## config.mk

```make
export PLATFORM = sky130hd
export DESIGN_NAME = col_processor
export DESIGN_NICKNAME = d
export VERILOG_FILES = /design/src/rtl/col_processor.sv
export SDC_FILE = /design/constraint.sdc
export NUM_CORES = 2
export LEC_CHECK = 0
export CAP_MARGIN = 25
export CORE_UTILIZATION = 40
export DETAILED_ROUTE_END_ITERATION = 6
export DONT_BUFFER_PORTS = 1
export PLACE_DENSITY = 0.57
export SLEW_MARGIN = 0
export SYNTH_ARGS = -nofsm -noshare
export SYNTH_HDL_FRONTEND = slang
export SYNTH_SLANG_ARGS = --single-unit
```

## constraint.sdc

```tcl
create_clock -name clk -period 18.3 [get_ports clk]
set_input_delay 5.49 -clock clk [delete_from_list [all_inputs] [get_ports clk]]
set_output_delay 5.49 -clock clk [all_outputs]
set_load 0.05 [all_outputs]
```

## src/rtl/col_processor.sv

```systemverilog
// -----------------------------------------------------------------------------
// col_processor
//
// Column-direction stage of the 2-D 5/3 wavelet transformer. For each column
// it takes three vertically adjacent pixels (even row 2k, odd row 2k+1, even
// row 2k+2) and produces one low-pass (s) and one high-pass (d) coefficient
// using one integer lifting step. A start pulse processes LENGTH columns, one
// per cycle, with bubbles whenever the row bank is busy.
//
// Ports:
//   clk          clock, all logic on rising edge
//   resetn       synchronous active-low reset
//   en           start pulse for a pass of LENGTH columns (ignored while running)
//   row_0        pixel of even row 2k, current column (unsigned)
//   row_1        pixel of odd row 2k+1, current column (unsigned)
//   row_2        pixel of even row 2k+2, current column (bottom edge pre-mirrored)
//   iter_var     0 = first row pair (top boundary), 1 = later row pair
//   row_bank_en  high = no column presented this cycle
//   s            low-pass coefficient, unsigned, saturated to 0..255
//   d            high-pass coefficient, offset-binary (128 = zero), saturated
//   result       one-cycle strobe per column while s/d hold its coefficients
// -----------------------------------------------------------------------------
module col_processor #(
  parameter int unsigned LENGTH = 256
) (
  input  logic       clk,
  input  logic       resetn,
  input  logic       en,
  input  logic [7:0] row_0,
  input  logic [7:0] row_1,
  input  logic [7:0] row_2,
  input  logic       iter_var,
  input  logic       row_bank_en,
  output logic [7:0] s,
  output logic [7:0] d,
  output logic       result
);

  localparam int unsigned CntW = (LENGTH > 1) ? $clog2(LENGTH) : 1;
  localparam logic [CntW-1:0] LastCol = CntW'(LENGTH - 1);

  typedef enum logic [0:0] {
    StIdle,
    StRun
  } state_e;

  // ---------------------------------------------------------------------------
  // Control: pass FSM and column counter
  // ---------------------------------------------------------------------------
  state_e          r_state, w_state_next;
  logic [CntW-1:0] r_col, w_col_next;
  logic            r_iter, w_iter_next;
  logic            w_iter_eff;
  logic            w_accept;

  always_comb begin
    w_state_next = r_state;
    w_col_next   = r_col;
    w_iter_next  = r_iter;
    w_iter_eff   = r_iter;
    w_accept     = 1'b0;

    unique case (r_state)
      StIdle: begin
        if (en) begin
          w_state_next = StRun;
          w_iter_next  = iter_var;
          // The start cycle may already carry column 0, so it must see the
          // incoming iter_var rather than the not-yet-latched copy.
          w_iter_eff   = iter_var;
          w_accept     = ~row_bank_en;
        end
      end
      StRun: begin
        w_accept = ~row_bank_en;
      end
      default: begin
        w_state_next = StIdle;
      end
    endcase

    if (w_accept) begin
      if (r_col == LastCol) begin
        w_col_next   = '0;
        w_state_next = StIdle;
      end else begin
        w_col_next = r_col + 1'b1;
      end
    end
  end

  always_ff @(posedge clk) begin
    if (!resetn) begin
      r_state <= StIdle;
      r_col   <= '0;
      r_iter  <= 1'b0;
    end else begin
      r_state <= w_state_next;
      r_col   <= w_col_next;
      r_iter  <= w_iter_next;
    end
  end

  // ---------------------------------------------------------------------------
  // Predict step: dd = row_1 - floor((row_0 + row_2) / 2)
  // ---------------------------------------------------------------------------
  logic [8:0]        w_pair_sum;
  logic [7:0]        w_pair_avg;
  logic signed [8:0] w_dd;
  logic signed [8:0] w_dp;

  assign w_pair_sum = {1'b0, row_0} + {1'b0, row_2};
  assign w_pair_avg = 8'(w_pair_sum >> 1);
  // True result lies in -255..255, so 9-bit wraparound arithmetic is exact.
  assign w_dd       = $signed({1'b0, row_1} - {1'b0, w_pair_avg});

  // Previous row pair's d per column. Not reset: a new image always starts
  // with iter_var=0, which never reads the bank.
  logic signed [8:0] r_d_bank [LENGTH];

  always_ff @(posedge clk) begin
    if (resetn && w_accept) begin
      r_d_bank[r_col] <= w_dd;
    end
  end

  // Top boundary uses symmetric extension: the missing d above equals dd.
  assign w_dp = w_iter_eff ? r_d_bank[r_col] : w_dd;

  // ---------------------------------------------------------------------------
  // Stage 1 register
  // ---------------------------------------------------------------------------
  logic [7:0]        r_row0;
  logic signed [8:0] r_dd;
  logic signed [8:0] r_dp;
  logic              r_v1;

  always_ff @(posedge clk) begin
    if (!resetn) begin
      r_v1   <= 1'b0;
      r_row0 <= '0;
      r_dd   <= '0;
      r_dp   <= '0;
    end else begin
      r_v1 <= w_accept;
      if (w_accept) begin
        r_row0 <= row_0;
        r_dd   <= w_dd;
        r_dp   <= w_dp;
      end
    end
  end

  // ---------------------------------------------------------------------------
  // Update step: ss = row_0 + floor((dp + dd + 2) / 4), then saturate
  // ---------------------------------------------------------------------------
  logic signed [10:0] w_lift_sum;
  logic signed [10:0] w_update;
  logic signed [10:0] w_ss;
  logic signed [10:0] w_d_ofs;
  logic [7:0]         w_s_sat;
  logic [7:0]         w_d_sat;

  function automatic logic [7:0] sat_u8(input logic signed [10:0] v);
    if (v < 0) begin
      return 8'h00;
    end else if (v > 11'sd255) begin
      return 8'hFF;
    end
    return v[7:0];
  endfunction

  assign w_lift_sum = $signed({{2{r_dp[8]}}, r_dp} + {{2{r_dd[8]}}, r_dd} + 11'd2);
  // Arithmetic shift gives floor division for negative sums.
  assign w_update   = w_lift_sum >>> 2;
  assign w_ss       = $signed({3'b000, r_row0}) + w_update;
  assign w_d_ofs    = $signed({{2{r_dd[8]}}, r_dd}) + 11'sd128;
  assign w_s_sat    = sat_u8(w_ss);
  assign w_d_sat    = sat_u8(w_d_ofs);

  // ---------------------------------------------------------------------------
  // Stage 2 / output register; s and d hold between results
  // ---------------------------------------------------------------------------
  always_ff @(posedge clk) begin
    if (!resetn) begin
      s      <= '0;
      d      <= '0;
      result <= 1'b0;
    end else begin
      result <= r_v1;
      if (r_v1) begin
        s <= w_s_sat;
        d <= w_d_sat;
      end
    end
  end

endmodule

```

==> results.sh <==
export IMPL_async_reset_ff_share_pct=0
export IMPL_grt_pass1_vias=44700
export IMPL_fin_nets=4549
export IMPL_critPathRequiredTime_ns=18.95
export IMPL_dpl_hpwl_mm=140
export IMPL_synth_top_family_by_area="multiplexers"
export IMPL_hold_viol=0
export IMPL_synth_seq_cells=2366
export IMPL_synth_area_mm2=0.0930
export IMPL_drive_gt1_share_pct=25.0
export IMPL_avgSynthCellArea_um2=21.3
export IMPL_via_per_inst=5.82
export IMPL_crit_path_cell_trace="and2_1 -> fa_1 -> ha_1 -> inv_1 -> fa_4 -> a21o_1 -> a21oi_1 -> o21bai_1 -> a21oi_1 -> o21bai_1 -> a21oi_4 -> buf_4 -> buf_16 -> buf_4 -> buf_4 -> buf_12"
export IMPL_clkLatencyLatePin_ns=0.89
export IMPL_final_cells=7699
export IMPL_grt_max_degree=194
export IMPL_p_leak_nw=31.6
export IMPL_core_area_mm2=0.231
export IMPL_start_kind="primary input"
export IMPL_r2r_cells=11
export IMPL_h_tree_depth=4
export IMPL_dr_total_vias=44800
export IMPL_rsz0062_at_grt="false"
export IMPL_final_util_pct=45.3
export IMPL_rows=176
export IMPL_synth_seq_area_share_pct=75.7
export IMPL_cpPeakStageDelay_ns=0.58
export IMPL_multi_input_area_mm2=0.0212
export IMPL_setup_viol=0
export IMPL_ys_warn_count=0
export IMPL_dp_cells=7243
export IMPL_dieArea_mm2=0.234
export IMPL_cts_num_sinks=2366
export IMPL_fmax_mhz=104
export IMPL_cp_end_kind="flop"
export IMPL_numCtsBuffers=236
export IMPL_synthSimpleGateAreaFrac_pct=2.64
export IMPL_die_y_um=484
export IMPL_synth_cell_types=63
export IMPL_cts_resized=0
export IMPL_fin_hold_ws_ns=0.465
export IMPL_min_period_ns=9.62
export IMPL_wl_mm=237
export IMPL_final_area_mm2=0.104
export IMPL_chipWidth_um=484
export IMPL_min_path_type="reg2reg"
export IMPL_boundaryPins=46
export IMPL_status="finished clean"
export IMPL_min_period_over_period_pct=52.6
export IMPL_post_cts_setup_buffers=0
export IMPL_dr_first_iter_drc_count=5217
export IMPL_synth_edf_count=2304
export IMPL_register_area_mm2=0.0704
export IMPL_io_buffers=0
export IMPL_finClkSkew_ns=0.0355
export IMPL_routedWlPerCell_um=30.7
export IMPL_path_class="in2reg"
export IMPL_slew_limit_headroom_pct=24.3
export IMPL_syn_to_final_growth_pct=12.3
export IMPL_place_congestion=0.828
export IMPL_placed_cell_area_mm2=0.0965
export IMPL_cp_arrival_ns=10.27
export IMPL_crit_path_max_fanout=56
export IMPL_synthFlopType="edfxtp_1"
export IMPL_holdPathStages=2
export IMPL_yosys_area_top_type_share_pct=74.4
export IMPL_synthTopCellsByArea="edfxtp_1, mux4_2, dfxtp_1, nor2_1, mux2i_1"
export IMPL_power_density_mw_per_mm2=122
export IMPL_clock_path_buffers=3
export IMPL_grt_usage_pct=20.1
export IMPL_yosys_area_top_type="edfxtp_1"
export IMPL_synth_area_mux_share_pct=17.0
export IMPL_synth_nets=4442
export IMPL_ys_top_cells_by_count="edfxtp_1, mux4_2, nor2_1"
export IMPL_antenna_found_initial=4
export IMPL_synthCells=4365
export IMPL_setup_tns_ns=0
export IMPL_slowest_stage="buf_4"
export IMPL_synth_compound_area_share_pct=2.10
export IMPL_worst_pin_slew_ns=1.14
export IMPL_num_fill_cells=19100
export IMPL_ant_nets=0
export IMPL_synthAdderAreaFrac_pct=0.678
export IMPL_grt_pass1_wl_mm=338
export IMPL_cap_violations=0
export IMPL_synth_most_common_cell="edfxtp_1"
export IMPL_cts_hold_fix_buffers=0
export IMPL_start_util_pct=40.3
export IMPL_cts_tree="done"
export IMPL_grt_ovfl_total=0
export IMPL_first_pass_iters=7
export IMPL_max_vdd_ir_drop_mv=0.216
export IMPL_drc=0
export IMPL_synthXorXnorAreaFrac_pct=0.245
export IMPL_root_buffer="clkbuf_16"
export IMPL_clkTransAtPathRegs_ns=0.06
export IMPL_maxSlewViolCount=0
export IMPL_cpMostUsedCell="buf_4"
path summary, 6_finish.rpt:
| path | start | slack (ns) | end |
|---|---|---|---|
| min | r_dd[1]$_SDFFE_PN0N_ | 0.46 | r_dd[1]$_SDFFE_PN0N_ |
| max | row_2[0] | 8.68 | r_d_bank[74][8]$_DFFE_PP_ |
| max reg2reg | flop | 11.66 | r_dp[1]$_SDFFE_PN0N_ |
| min reg2reg | r_dd[1]$_SDFFE_PN0N_ | 0.46 | r_dd[1]$_SDFFE_PN0N_ |
power by group:
group	internal, mW	switching [mW]	leakage, nW
Clock	2.75	2.06	3.80
Combinational	0.281	1.01	6.44
Sequential	6.61	0.0265	21.3
Total	9.64	3.10	31.6
final cells by class:
| cell class | count | share of cell area (%) |
|---|---|---|
| Clock buffer | 286 | 6.02 |
| Timing Repair Buffer | 119 | 1.12 |
| Sequential cell | 2366 | 67.4 |
| Multi-Input combinational cell | 1712 | 20.3 |
| Antenna cell | 2 | 0.00479 |
| Tap cell | 3026 | 3.62 |
| Inverter | 37 | 0.152 |
| Clock inverter | 151 | 1.34 |
stage by stage:
step | worst slack, ns | total power, mW
final | 8.68 | 12.7
after global routing | 8.41 | 13.1
after CTS | 8.40 | 12.8
after detailed placement | 7.47 | 8.07
after global placement | 7.35 | 8.02
after floorplan | 2.15 | 7.68
cell usage in the layout (no fill, tap or decap), types with 5 or more instances in the layout:
cell        synthesis  routed
clkinv_1            2      49
mux2i_1           103     103
nand3_1            36      24
nand2b_1           10      10
o21ai_0            34      34
a21o_1              5       5
o211ai_1           12      12
clkbuf_8            0       9
nand2_1           110     110
nand3_2             0      12
a31oi_1            16      16
bufinv_16           0      22
xor2_1              6       5
and2_1             16      16
clkbuf_16           0     242
nand4_1             9       9
inv_1              35      32
a22oi_1            13      13
nor2b_1            39      39
a21oi_1            87      86
dfxtp_4             0       5
edfxtp_1         2304    2304
nor2_1            318     316
clkbuf_1           92      37
clkinvlp_4          0       5
a211oi_1           50      50
xnor2_1            20      17
clkinv_2            0      61
dfxtp_1            62      56
ha_1               44      44
mux4_2            649     649
o221ai_1           11      11
mux2_2             13      13
o22ai_1            23      23
buf_6              26      15
buf_12              1      10
buf_4              36      87
o21bai_1            9       9
nor3_1             18      17
flip-flops by register name, summed over array words and instances (netlist names), named ones only:
| signal | count |
|---|---|
| r_d_bank | 2304 |
| r_dd | 9 |
| r_dp | 9 |
| d | 8 |
| r_col | 8 |
| r_row0 | 8 |
| s | 8 |
| r_iter | 1 |
| r_state | 1 |
| r_v1 | 1 |
| result | 1 |
critical path, delay by kind of cell:
family	cells	cell delay [ns]
buffers and inverters	6	2.23
adders and majority gates	3	1.16
AOI/OAI and AO/OA	6	1.14
and+or+nand+nor	1	0.16
layer usage:
layer  wire (um)  share of wire, %  global-route usage, %
met5           0                 0                      0
met4        5820               2.5                   5.55
met3       16300               6.9                   3.39
met2      115000                49                   32.3
met1       99600                42                   28.4
cell families after synthesis:
kind of cell / count (synthesis)
flip-flops: 2366
multiplexers: 765
AND/OR/NAND/NOR: 573
AO/OA/AOI/OAI: 300
buffers and inverters: 287
adder cells (fa/ha/maj): 48
XOR/XNOR: 26
No activity file was read; power rests on OpenSTA's default activity.
